$ cat config.mk
export PLATFORM = sky130hd
export DESIGN_NAME = marc_mc_control
export DESIGN_NICKNAME = d
export VERILOG_FILES = /design/src/rtl/marc_ctrl_pkg.sv /design/src/rtl/marc_branch_eval.sv /design/src/rtl/marc_mc_control.sv
export SDC_FILE = /design/constraint.sdc
export NUM_CORES = 1
export LEC_CHECK = 0
export ABC_AREA = 1
export BUFFER_PORTS_ARGS = -buffer_cell sky130_fd_sc_hd__buf_2
export CORE_UTILIZATION = 36
export DETAILED_ROUTE_END_ITERATION = 6
export GPL_ROUTABILITY_DRIVEN = 0
export PLACE_DENSITY = 0.77
export SETUP_SLACK_MARGIN = 0.4
export SLEW_MARGIN = 20
export SYNTH_ARGS = -nofsm -noshare
export SYNTH_HDL_FRONTEND = slang
export SYNTH_SLANG_ARGS = --single-unit
$ cat constraint.sdc
create_clock -name clk -period 1.16 [get_ports clk]
set_input_delay 0.058 -clock clk [delete_from_list [all_inputs] [get_ports clk]]
set_output_delay 0.058 -clock clk [all_outputs]
set_load 0.01 [all_outputs]
$ cat src/rtl/marc_ctrl_pkg.sv
`default_nettype none
//============================================================================
// Module      : marc_ctrl_pkg
// Description : Shared encodings for the mARC multicycle control sequencer:
//               state codes, opcodes, pc_sel/wb_sel codes, branch condition
//               codes and PSR bit positions. The TRAP state code is always
//               reserved; it is only reachable in builds that define
//               MARC_ILLEGAL_TRAP_EN.
// Revision    : 1.0 - initial release
//============================================================================
package marc_ctrl_pkg;

    // Sequencer state encoding (also exported on state_o)
    localparam logic [2:0] c_st_rst    = 3'd0;
    localparam logic [2:0] c_st_fetch  = 3'd1;
    localparam logic [2:0] c_st_decode = 3'd2;
    localparam logic [2:0] c_st_exec   = 3'd3;
    localparam logic [2:0] c_st_mem    = 3'd4;
    localparam logic [2:0] c_st_wb     = 3'd5;
    localparam logic [2:0] c_st_trap   = 3'd6;

    // Major opcodes (top four instruction bits)
    localparam logic [3:0] c_op_alu  = 4'b0010;
    localparam logic [3:0] c_op_mem  = 4'b0011;
    localparam logic [3:0] c_op_jb   = 4'b0100;  // sub=0 jmpl, sub=1 branch
    localparam logic [3:0] c_op_set  = 4'b0101;
    localparam logic [3:0] c_op_call = 4'b1111;

    // PC source select
    localparam logic [1:0] c_pc_inc  = 2'd0;
    localparam logic [1:0] c_pc_disp = 2'd1;
    localparam logic [1:0] c_pc_reg  = 2'd2;
    localparam logic [1:0] c_pc_trap = 2'd3;

    // Register-file write-back source select
    localparam logic [1:0] c_wb_alu = 2'd0;
    localparam logic [1:0] c_wb_mem = 2'd1;
    localparam logic [1:0] c_wb_pc  = 2'd2;
    localparam logic [1:0] c_wb_imm = 2'd3;

    // Branch condition codes; 6 and 7 are never taken
    localparam logic [2:0] c_cond_always = 3'd0;
    localparam logic [2:0] c_cond_z      = 3'd1;
    localparam logic [2:0] c_cond_nz     = 3'd2;
    localparam logic [2:0] c_cond_n      = 3'd3;
    localparam logic [2:0] c_cond_c      = 3'd4;
    localparam logic [2:0] c_cond_v      = 3'd5;

    // PSR flag bit positions
    localparam int c_psr_c = 0;
    localparam int c_psr_v = 1;
    localparam int c_psr_z = 2;
    localparam int c_psr_n = 3;

    // True for every opcode the sequencer knows how to execute
    function automatic logic is_legal_op(input logic [3:0] op);
        return (op == c_op_alu) || (op == c_op_mem) || (op == c_op_jb) ||
               (op == c_op_set) || (op == c_op_call);
    endfunction

endpackage
`default_nettype wire

$ cat src/rtl/marc_branch_eval.sv
`default_nettype none
//============================================================================
// Module      : marc_branch_eval
// Description : Combinational branch-condition evaluator: decides whether a
//               conditional branch is taken from its 3-bit condition code
//               and the C/V/Z/N flags.
// Revision    : 1.0 - initial release
//============================================================================
module marc_branch_eval
    import marc_ctrl_pkg::*;
(
    input  logic [2:0] i_cond,
    input  logic [3:0] i_flags,
    output logic       o_taken
);

    // Select the flag (or constant) that the condition code names
    always_comb begin
        o_taken = 1'b0;
        case (i_cond)
            c_cond_always: o_taken = 1'b1;
            c_cond_z:      o_taken = i_flags[c_psr_z];
            c_cond_nz:     o_taken = ~i_flags[c_psr_z];
            c_cond_n:      o_taken = i_flags[c_psr_n];
            c_cond_c:      o_taken = i_flags[c_psr_c];
            c_cond_v:      o_taken = i_flags[c_psr_v];
            default:       o_taken = 1'b0;
        endcase
    end

endmodule
`default_nettype wire

$ cat src/rtl/marc_mc_control.sv
`default_nettype none
//============================================================================
// Module      : marc_mc_control
// Description : Multicycle control sequencer for the mARC core. Walks each
//               instruction through FETCH/DECODE/EXEC/MEM/WB and drives the
//               datapath strobes; memory accesses use a req/ready handshake
//               so wait states may be inserted.
//               Build option MARC_ILLEGAL_TRAP_EN: when defined, an illegal
//               opcode enters a one-cycle TRAP state (trap=1, PC <- trap
//               vector); when undefined, it is retired as a NOP.
// Revision    : 1.0 - initial release
//============================================================================
module marc_mc_control
    import marc_ctrl_pkg::*;
#(
    parameter int INSTR_W    = 16,
    parameter int STATUS_W   = 5,
    parameter int REG_ADDR_W = 3,
    parameter int ALU_OP_W   = 4,
    parameter int LINK_REG   = 7
) (
    input  logic                  clk,
    input  logic                  reset,
    input  logic [INSTR_W-1:0]    instruction,
    input  logic [STATUS_W-1:0]   status,
    input  logic                  mem_ready,
    output logic                  mem_req,
    output logic                  rw_mem,
    output logic                  ir_load,
    output logic                  pc_load,
    output logic [1:0]            pc_sel,
    output logic [ALU_OP_W-1:0]   alu_op,
    output logic                  psr_we,
    output logic                  rf_we,
    output logic [REG_ADDR_W-1:0] rf_waddr,
    output logic [1:0]            wb_sel,
    output logic                  trap,
    output logic [2:0]            state_o
);

    localparam logic [REG_ADDR_W-1:0] c_link_addr = REG_ADDR_W'(LINK_REG);

    logic [2:0]            r_state;
    logic [2:0]            w_next_state;
    logic [3:0]            w_op;
    logic                  w_sub;
    logic [REG_ADDR_W-1:0] w_rd;
    logic [2:0]            w_cond;
    logic                  w_link_op;
    logic                  w_taken;
    logic                  w_unused;

    // Instruction field decode from the IR contents
    assign w_op      = instruction[INSTR_W-1 -: 4];
    assign w_sub     = instruction[INSTR_W-5];
    assign w_rd      = instruction[INSTR_W-6 -: REG_ADDR_W];
    assign w_cond    = instruction[INSTR_W-6 -: 3];
    assign w_link_op = (w_op == c_op_call) || ((w_op == c_op_jb) && !w_sub);

    // Only some IR bits and the low four PSR bits steer the sequencer
    assign w_unused  = ^{instruction, status};

    assign state_o   = r_state;

    marc_branch_eval u_branch_eval (
        .i_cond  (w_cond),
        .i_flags (status[3:0]),
        .o_taken (w_taken)
    );

    // State register; reset wins from any state, even mid-handshake
    always_ff @(posedge clk) begin
        if (reset) begin
            r_state <= c_st_rst;
        end else begin
            r_state <= w_next_state;
        end
    end

    // Next-state and strobe decode from registered state plus instruction
    always_comb begin
        w_next_state = r_state;
        mem_req      = 1'b0;
        rw_mem       = 1'b0;
        ir_load      = 1'b0;
        pc_load      = 1'b0;
        pc_sel       = c_pc_inc;
        alu_op       = '0;
        psr_we       = 1'b0;
        rf_we        = 1'b0;
        wb_sel       = c_wb_alu;
        trap         = 1'b0;
        rf_waddr     = '0;

        // Destination is valid throughout the instruction, silent in RST
        if (r_state != c_st_rst) begin
            rf_waddr = w_link_op ? c_link_addr : w_rd;
        end

        case (r_state)
            c_st_rst: begin
                w_next_state = c_st_fetch;
            end

            c_st_fetch: begin
                mem_req = 1'b1;
                if (mem_ready) begin
                    ir_load      = 1'b1;
                    pc_load      = 1'b1;
                    pc_sel       = c_pc_inc;
                    w_next_state = c_st_decode;
                end
            end

            c_st_decode: begin
                if (is_legal_op(w_op)) begin
                    w_next_state = c_st_exec;
                end else begin
`ifdef MARC_ILLEGAL_TRAP_EN
                    w_next_state = c_st_trap;
`else
                    w_next_state = c_st_fetch;
`endif
                end
            end

            c_st_exec: begin
                w_next_state = c_st_fetch;
                case (w_op)
                    c_op_alu: begin
                        alu_op       = instruction[ALU_OP_W-1:0];
                        psr_we       = w_sub;
                        w_next_state = c_st_wb;
                    end
                    c_op_mem: begin
                        // ALU code 0 forms the effective address
                        alu_op       = '0;
                        w_next_state = c_st_mem;
                    end
                    c_op_jb: begin
                        if (!w_sub) begin
                            pc_load      = 1'b1;
                            pc_sel       = c_pc_reg;
                            w_next_state = c_st_wb;
                        end else if (w_taken) begin
                            pc_load = 1'b1;
                            pc_sel  = c_pc_disp;
                        end
                    end
                    c_op_set: begin
                        w_next_state = c_st_wb;
                    end
                    c_op_call: begin
                        pc_load      = 1'b1;
                        pc_sel       = c_pc_disp;
                        w_next_state = c_st_wb;
                    end
                    default: begin
                        w_next_state = c_st_fetch;
                    end
                endcase
            end

            c_st_mem: begin
                mem_req = 1'b1;
                rw_mem  = w_sub;
                if (mem_ready) begin
                    w_next_state = w_sub ? c_st_fetch : c_st_wb;
                end
            end

            c_st_wb: begin
                rf_we        = 1'b1;
                w_next_state = c_st_fetch;
                case (w_op)
                    c_op_mem:  wb_sel = c_wb_mem;
                    c_op_jb:   wb_sel = c_wb_pc;
                    c_op_call: wb_sel = c_wb_pc;
                    c_op_set:  wb_sel = c_wb_imm;
                    default:   wb_sel = c_wb_alu;
                endcase
            end

`ifdef MARC_ILLEGAL_TRAP_EN
            c_st_trap: begin
                trap         = 1'b1;
                pc_load      = 1'b1;
                pc_sel       = c_pc_trap;
                w_next_state = c_st_fetch;
            end
`endif

            default: begin
                w_next_state = c_st_fetch;
            end
        endcase
    end

endmodule
`default_nettype wire

==> results of run 1 <==
path summary, 6_finish.rpt:
| path | startpoint | to | slack [ps] |
|---|---|---|---|
| max reg2reg | state_o[1]$_SDFFE_PP0P_ | state_o[2]$_SDFFE_PP0P_ | 40 |
| min reg2reg | state_o[0]$_SDFFE_PP0P_ | state_o[1]$_SDFFE_PP0P_ | 680 |
| min | reset | state_o[0]$_SDFFE_PP0P_ | 30 |
| max | state_o[2]$_SDFFE_PP0P_ | wb_sel[0] | -160 |
cell type report:
cell class | instances | area [µm²]
multi-input combinational | 80 | 463
fill | 109 | 344
timing repair buffer | 45 | 293
inverter | 21 | 101
sequential | 3 | 71.3
clock buffer | 4 | 26.3
tap | 15 | 18.8
power groups by stage:
stage	Combinational (mW)	Sequential [mW]	Clock, mW
3_5_place_dp	0.189	0.114	0
5_1_grt	0.274	0.114	0.206
4_1_cts	0.236	0.113	0.187
6_report	0.251	0.115	0.191
3_3_place_gp	0.183	0.114	0
2_1_floorplan	0.114	0.116	0
kinds of logic after synthesis:
kind of cell	count (synthesis)	share of synthesized area, %
compound gates	12	12.3
buf+inv	22	16.9
flops	3	11.8
other cells	1	0.735
simple gates	67	58.3
worst reg2reg max path: cells and delay by family (launching register included):
kind          cells  cell delay [ps]
flops             1              400
simple gates      6              430
buf+inv           2              200
placed cells by master, fill, tap and decap left out, drive strengths merged:
cell / instances
a21oi: 4
nor3: 2
nor2: 19
clkinv: 1
dfxtp: 3
nand2: 35
nand4: 2
nor4: 1
conb: 1
a211oi: 1
clkbuf: 4
or2: 1
nand3b: 1
buf: 45
nand3: 6
inv: 20
o21ai: 7
stage by stage:
stage / power (mW) / cells
floorplan: 0.230 / 105
global placement: 0.297 / 159
detailed placement: 0.302 / 159
CTS: 0.537 / 166
global route: 0.594 / 168
finish: 0.556 / 168
what timing repair did:
action                     4_1_cts  5_1_grt
pin swaps                        5        6
resized for setup               25        6
buffers inserted                 3        2
setup endpoints to repair       23       23
routing by layer:
layer	part of all wire, %	vias up	GRT usage (%)
li1	-	420	-
met1	40	377	27.8
met2	54	26	49.2
met3	4.1	6	2.84
met4	1.9	0	8.62
met5	0	-	0
==> flow_summary.html, run 1 <==
<table>
<tr><th>Metric</th><th>Value</th></tr>
<tr><th colspan="2">Clock network</th></tr>
<tr><td>Clock latency reported for the late side of the worst-skew pair</td><td>roughly 240 ps</td></tr>
<tr><td>Clock tree buffer depth</td><td>2</td></tr>
<tr><td>CTS tree</td><td>done</td></tr>
<tr><td>Clk sink count</td><td>3</td></tr>
<tr><td>Clock slew seen by the registers of the worst setup and hold paths</td><td>roughly 40 ps</td></tr>
<tr><td>CTS buffer count</td><td>3</td></tr>
<tr><td>Clock root buffer</td><td>clkbuf_4</td></tr>
<tr><td>H-tree levels</td><td>1</td></tr>
<tr><td>CTS hold repair buffers</td><td>0</td></tr>
<tr><th colspan="2">STA</th></tr>
<tr><td>Worst hold margin</td><td>~34 ps</td></tr>
<tr><td>Peak clock frequency supported by timing</td><td>about 760 MHz</td></tr>
<tr><td>Sum Neg Setup Slack</td><td>-1290 ps</td></tr>
<tr><td>Number of endpoints failing setup at the final stage</td><td>17</td></tr>
<tr><td>Fraction of the cycle the final worst path needs</td><td>114%</td></tr>
<tr><td>Fin Clk Skew</td><td>between 3 and 4 ps</td></tr>
<tr><td>Max-slew violation count</td><td>0</td></tr>
<tr><td>Final Hold Violating Endpoints</td><td>0</td></tr>
<tr><td>RSZ-0062 raised after global routing</td><td>yes</td></tr>
<tr><td>Setup ws final</td><td>-164 ps</td></tr>
<tr><td>Time the worst path needs with I/O delays and setup</td><td>between 1000 and 1500 ps</td></tr>
<tr><th colspan="2">Global route</th></tr>
<tr><td>Global-route wire length before repair</td><td>around 2700 µm</td></tr>
<tr><td>Total GRT Usage</td><td>between 20% and 30%</td></tr>
<tr><td>Number of global-route vias before repair</td><td>a little under 700</td></tr>
<tr><td>Initial antenna violation count</td><td>0</td></tr>
<tr><td>Pin count of the biggest net entering global routing</td><td>6</td></tr>
<tr><td>Leftover overflow at the end of global routing</td><td>0</td></tr>
<tr><th colspan="2">Synthesis</th></tr>
<tr><td>Library cell with the highest instance count after synthesis</td><td>nand2_1</td></tr>
<tr><td>Leading area contributor after synthesis</td><td>nand2_1</td></tr>
<tr><td>Fraction of registers with async set/reset</td><td>0%</td></tr>
<tr><td>Mean area per synthesized cell</td><td>around 4.9 µm²</td></tr>
<tr><td>Post-Syn Nets</td><td>roughly 130</td></tr>
<tr><td>Cell area after synthesis</td><td>just over 500 µm²</td></tr>
<tr><td>Top cell type's share of synthesized area</td><td>22.1%</td></tr>
<tr><td>Number of warning messages in the yosys log</td><td>0</td></tr>
<tr><td>Gate Count Post-Synth</td><td>around 110</td></tr>
<tr><td>Predominant post-synthesis flop cell</td><td>dfxtp_1</td></tr>
<tr><td>Count of flip-flops with a built-in enable after synthesis</td><td>0</td></tr>
<tr><td>Number of different library cells in the post-synthesis netlist</td><td>20</td></tr>
<tr><td>List of most frequent post-synthesis cells</td><td>30 x nand2_1, 18 x inv_1, 17 x nor2_1</td></tr>
<tr><td>Area contributors post-synth</td><td>nand2_1 22%, inv_1 13%, nor2_1 13%</td></tr>
<tr><td>Number of synthesized register bits</td><td>3</td></tr>
<tr><td>Sequential-to-total area share from yosys stat</td><td>between 10% and 20%</td></tr>
<tr><th colspan="2">Finish</th></tr>
<tr><td>Area delta synth-&gt;final</td><td>90.7%</td></tr>
<tr><td>Diode count</td><td>0</td></tr>
<tr><td>Share of cells above drive strength 1</td><td>51.0%</td></tr>
<tr><td>Post-Route Utilization</td><td>roughly 74%</td></tr>
<tr><td>Number of flip-flops under the largest register name</td><td>3</td></tr>
<tr><td>Finished Cell Area</td><td>approximately 970 µm²</td></tr>
<tr><td># nets final</td><td>~180</td></tr>
<tr><th colspan="2">Worst setup path</th></tr>
<tr><td>Number of cells on the worst reg-to-reg path</td><td>8</td></tr>
<tr><td>CP required</td><td>between 1000 and 1500 ps</td></tr>
<tr><td>Top delay family on crit path</td><td>buffers and inverters</td></tr>
<tr><td>Number of buffer and inverter instances along the worst setup path</td><td>3</td></tr>
<tr><td>Crit. path cell count</td><td>4</td></tr>
<tr><td>Critical path class</td><td>register to primary output</td></tr>
<tr><td>Data arrival time at the worst-slack endpoint</td><td>around 1300 ps</td></tr>
<tr><td>Cell with the biggest individual delay on the critical path</td><td>dfxtp_4</td></tr>
<tr><td>Worst-path fanout max</td><td>4</td></tr>
<tr><td>Type of element capturing the critical path</td><td>primary output</td></tr>
<tr><td>Highest cell delay on the worst timing path</td><td>360 ps</td></tr>
<tr><td>CP startpoint kind</td><td>register</td></tr>
<tr><td>Ordered cell list for the critical path</td><td>inv_4 -&gt; buf_4 -&gt; nor4_2 -&gt; buf_2</td></tr>
<tr><th colspan="2">Die</th></tr>
<tr><td>Number of standard-cell rows in the floorplan</td><td>13</td></tr>
<tr><td>Boundary Pins</td><td>45</td></tr>
<tr><td>Starting Density</td><td>about 39%</td></tr>
<tr><td>Chip Height</td><td>~40 µm</td></tr>
<tr><td>Area inside the core boundary</td><td>about 1300 µm²</td></tr>
<tr><td>Width of the die</td><td>39.7 µm</td></tr>
<tr><td>Die area</td><td>approximately 1600 µm²</td></tr>
<tr><th colspan="2">Min path</th></tr>
<tr><td>WHS Path Cells</td><td>2</td></tr>
<tr><td>Kind of path behind the tightest hold check</td><td>input pin to register</td></tr>
<tr><th colspan="2">Placed design</th></tr>
<tr><td>PortBufs</td><td>38</td></tr>
<tr><td>Post-placement setup slack</td><td>~37 ps</td></tr>
<tr><td>Post-DP Area</td><td>786 µm²</td></tr>
<tr><td>Post-detailed-placement half-perimeter wirelength</td><td>1270 µm</td></tr>
<tr><th colspan="2">Detailed routing</th></tr>
<tr><td>Drc violations</td><td>0</td></tr>
<tr><td>DRC violation total after the first TritonRoute iteration</td><td>29</td></tr>
<tr><td>Average wire per standard cell</td><td>about 12 µm</td></tr>
<tr><td>Via total after detailed routing</td><td>roughly 830</td></tr>
<tr><td>First-pass iteration count of the detailed router</td><td>4</td></tr>
<tr><td>Final ANT Viol Nets</td><td>0</td></tr>
<tr><td>Routed vias/inst</td><td>roughly 4.9</td></tr>
<tr><td>Wirelength, routed</td><td>1960 µm</td></tr>
<tr><th colspan="2">Power and ir drop</th></tr>
<tr><td>Highest ir drop seen on vdd</td><td>about 590 µV</td></tr>
<tr><td>Sequential cell fraction of total power</td><td>approximately a fifth</td></tr>
<tr><td>Share of total power consumed by net switching</td><td>between 30% and 40%</td></tr>
<tr><td>Power density of the placed cells</td><td>571 nW/µm²</td></tr>
<tr><td>Net switching power of the design</td><td>between 200 and 250 µW</td></tr>
<tr><td>Total leakage power</td><td>about 0.54 nW</td></tr>
<tr><td>Portion of total power attributed to the clock network</td><td>between 30% and 40%</td></tr>
<tr><td>Combinational group share of total power</td><td>a little under half</td></tr>
<tr><td>Internal cell power</td><td>~340 µW</td></tr>
<tr><th colspan="2">Job</th></tr>
<tr><td>Max-cap violation count</td><td>0</td></tr>
<tr><th colspan="2">Status</th></tr>
<tr><td>Violations in the final reports</td><td>setup timing</td></tr>
<tr><td>Outcome</td><td>complete, but fails checks</td></tr>
</table>
(Power assumes the default switching activity.)
==> run 2: changes to the inputs <==
==> constraint.sdc (replaced) <==
create_clock -name clk -period 1.37 [get_ports clk]
set_input_delay 0.0685 -clock clk [delete_from_list [all_inputs] [get_ports clk]]
set_output_delay 0.0685 -clock clk [all_outputs]
set_load 0.01 [all_outputs]
==> run 2 against run 1 <==
  * Cell area is 7.2% higher
  * Non-clock buffer count is 11 higher
  * The flow now finishes without violations
  * Cell count is 6.5% higher
  * Highest routed layer unchanged
  * Largest cell class unchanged
  * Power is 12% lower
==> flow_summary.html, run 2 (synthesized netlist as in run 1, its figures left out) <==
<table>
<tr><th>Metric</th><th>Value</th></tr>
<tr><th colspan="2">Power and ir drop</th></tr>
<tr><td>Power density of the placed cells</td><td>467 nW/µm² (was 571 nW/µm²)</td></tr>
<tr><td>Total leakage power</td><td>0.586 nW (was 0.537 nW)</td></tr>
<tr><td>Highest ir drop seen on vdd</td><td>535 µV (was 589 µV)</td></tr>
<tr><th colspan="2">Die</th></tr>
<tr><td>Area inside the core boundary</td><td>1320 µm² (unchanged)</td></tr>
<tr><td>Starting Density</td><td>38.7% (unchanged)</td></tr>
<tr><td>Die area</td><td>1570 µm² (unchanged)</td></tr>
<tr><td>Boundary Pins</td><td>45 (unchanged)</td></tr>
<tr><td>Chip Height</td><td>39.7 µm (unchanged)</td></tr>
<tr><td>Width of the die</td><td>39.7 µm (unchanged)</td></tr>
<tr><td>Number of standard-cell rows in the floorplan</td><td>13 (unchanged)</td></tr>
<tr><th colspan="2">Detailed routing</th></tr>
<tr><td>Routed vias/inst</td><td>4.82 (was 4.93)</td></tr>
<tr><td>Wirelength, routed</td><td>2070 µm (was 1960 µm)</td></tr>
<tr><td>Drc violations</td><td>0 (unchanged)</td></tr>
<tr><td>Average wire per standard cell</td><td>11.6 µm (about the same)</td></tr>
<tr><td>Via total after detailed routing</td><td>863 (was 829)</td></tr>
<tr><td>Final ANT Viol Nets</td><td>0 (unchanged)</td></tr>
<tr><td>First-pass iteration count of the detailed router</td><td>4 (unchanged)</td></tr>
<tr><td>DRC violation total after the first TritonRoute iteration</td><td>13 (was 29)</td></tr>
<tr><th colspan="2">STA</th></tr>
<tr><td>Number of endpoints failing setup at the final stage</td><td>0 (was 17)</td></tr>
<tr><td>Fraction of the cycle the final worst path needs</td><td>a little over nine tenths</td></tr>
<tr><td>Peak clock frequency supported by timing</td><td>roughly 750 MHz</td></tr>
<tr><td>RSZ-0062 raised after global routing</td><td>yes (unchanged)</td></tr>
<tr><td>Sum Neg Setup Slack</td><td>0 ps (was -1290 ps)</td></tr>
<tr><td>Final Hold Violating Endpoints</td><td>0 (unchanged)</td></tr>
<tr><td>Max-slew violation count</td><td>0 (unchanged)</td></tr>
<tr><td>Fin Clk Skew</td><td>6.27 ps (was 3.21 ps)</td></tr>
<tr><td>Time the worst path needs with I/O delays and setup</td><td>around 1300 ps</td></tr>
<tr><td>Worst hold margin</td><td>25.3 ps (was 33.6 ps)</td></tr>
<tr><th colspan="2">Job</th></tr>
<tr><td>Max-cap violation count</td><td>0 (unchanged)</td></tr>
<tr><th colspan="2">Finish</th></tr>
<tr><td>Number of flip-flops under the largest register name</td><td>3 (unchanged)</td></tr>
<tr><td># nets final</td><td>189 (was 178)</td></tr>
<tr><td>Share of cells above drive strength 1</td><td>55.5% (was 51.0%)</td></tr>
<tr><td>Finished Cell Area</td><td>1040 µm² (was 973 µm²)</td></tr>
<tr><td>Commonest non-fill, non-tap cells in the layout</td><td>34 x buf_2, 27 x nand2_1, 16 x inv_1, 16 x nor2_1, 16 x buf_4 (was 32 x buf_2, 30 x nand2_1, 16 x inv_1)</td></tr>
<tr><td>Most common cell after layout, fill and taps aside</td><td>buf_2 (unchanged)</td></tr>
<tr><td>Area delta synth-&gt;final</td><td>104% (was 90.7%)</td></tr>
<tr><td>Diode count</td><td>0 (unchanged)</td></tr>
<tr><th colspan="2">Clock network</th></tr>
<tr><td>H-tree levels</td><td>1 (unchanged)</td></tr>
<tr><td>Clk sink count</td><td>3 (unchanged)</td></tr>
<tr><td>CTS hold repair buffers</td><td>0 (unchanged)</td></tr>
<tr><td>Clock slew seen by the registers of the worst setup and hold paths</td><td>40 ps (about the same)</td></tr>
<tr><td>Clock root buffer</td><td>clkbuf_4 (unchanged)</td></tr>
<tr><td>Clock latency reported for the late side of the worst-skew pair</td><td>240 ps (about the same)</td></tr>
<tr><td>CTS buffer count</td><td>3 (unchanged)</td></tr>
<tr><td>Clock tree buffer depth</td><td>2 (unchanged)</td></tr>
<tr><td>CTS tree</td><td>done (unchanged)</td></tr>
<tr><th colspan="2">Placed design</th></tr>
<tr><td>Post-detailed-placement half-perimeter wirelength</td><td>1190 µm (was 1270 µm)</td></tr>
<tr><td>PortBufs</td><td>38 (unchanged)</td></tr>
<tr><td>Post-DP Area</td><td>768 µm² (was 786 µm²)</td></tr>
<tr><th colspan="2">Global route</th></tr>
<tr><td>Leftover overflow at the end of global routing</td><td>0 (unchanged)</td></tr>
<tr><td>Global-route wire length before repair</td><td>2470 µm (was 2710 µm)</td></tr>
<tr><td>Pin count of the biggest net entering global routing</td><td>7 (was 6)</td></tr>
<tr><td>Total GRT Usage</td><td>23.0% (was 25.5%)</td></tr>
<tr><td>Number of global-route vias before repair</td><td>645 (was 690)</td></tr>
<tr><td>Initial antenna violation count</td><td>0 (unchanged)</td></tr>
<tr><th colspan="2">Status</th></tr>
<tr><td>Outcome</td><td>complete, no violations (was complete, but fails checks)</td></tr>
<tr><th colspan="2">Min path</th></tr>
<tr><td>Kind of path behind the tightest hold check</td><td>input pin to register (unchanged)</td></tr>
<tr><td>WHS Path Cells</td><td>2 (unchanged)</td></tr>
<tr><th colspan="2">Worst setup path</th></tr>
<tr><td>Worst-path fanout max</td><td>6 (was 4)</td></tr>
<tr><td>Data arrival time at the worst-slack endpoint</td><td>1260 ps (was 1270 ps)</td></tr>
<tr><td>CP required</td><td>1300 ps (was 1100 ps)</td></tr>
<tr><td>Type of element capturing the critical path</td><td>primary output (unchanged)</td></tr>
<tr><td>Critical path class</td><td>register to primary output (unchanged)</td></tr>
<tr><td>CP startpoint kind</td><td>register (unchanged)</td></tr>
<tr><td>Number of cells on the worst reg-to-reg path</td><td>7 (was 8)</td></tr>
</table>
-- run 2: changes by cell type in the layout (fill, tap and decap cells not counted), moves of 4 or more --
cell,previous run,this run
o21ai_1,6,2
nor2_2,6,0
buf_4,6,16
o21ai_2,0,4
nor2_1,10,16
-- run 2: critical path: stages (launching register included) --
cell and delay, ps:
dfxtp_4 340, inv_4 60, nand2_4 50, nor2_4 100
buf_6 130, nand2_2 50, nor2_1 120, buf_2 150
-- run 2: where the power goes --
part / internal [mW] / total, mW / switching [mW]
Combinational: 0.101 / 0.227 / 0.126
Clock: 0.110 / 0.164 / 0.0547
Sequential: 0.0887 / 0.0958 / 0.00709
Total: 0.299 / 0.487 / 0.188
-- run 2: final timing paths --
| path | start | end | slack (ps) |
|---|---|---|---|
| worst max-delay path | state_o[2]$_SDFFE_PP0P_ | alu_op[1] | 40 |
| worst min-delay path | reset | state_o[0]$_SDFFE_PP0P_ | 30 |
| worst max register to register | state_o[1]$_SDFFE_PP0P_ | state_o[0]$_SDFFE_PP0P_ | 180 |
| worst min register to register | state_o[0]$_SDFFE_PP0P_ | state_o[1]$_SDFFE_PP0P_ | 560 |
-- run 2: repair_timing --
action                                  in CTS  in global routing
cloned                                       0                  0
pin swaps                                    3                  5
setup buffers                                9                  8
endpoints found under the setup margin      20                 20
gates resized for setup                     20                 13
-- run 2: cell type report --
type	instances	area (µm²)
Multi-Input combinational cell	80	483
Fill cell	102	274
Tap cell	15	18.8
Clock buffer	4	26.3
Sequential cell	3	71.3
Inverter	21	86.3
Timing Repair Buffer	56	358
-- run 2: metal layers --
| metal | GRT usage (%) | part of all wire, % | vias to the layer above |
|---|---|---|---|
| li1 | - | - | 442 |
| met1 | 26.4 | 40 | 389 |
| met2 | 43.4 | 54 | 28 |
| met3 | 1.70 | 3.9 | 4 |
| met4 | 7.76 | 1.8 | 0 |
| met5 | 0 | 0 | - |
-- run 2: through the flow --
stage	utilization (%)	power (mW)	cells	setup WS (ps)
6_report	79.2	0.487	179	43.6
5_1_grt	79.2	0.528	179	6.69
4_1_cts	70.4	0.438	171	92.7
3_5_place_dp	58.3	0.253	158	184
3_3_place_gp	58.3	0.250	158	207
2_1_floorplan	-	0.194	105	321
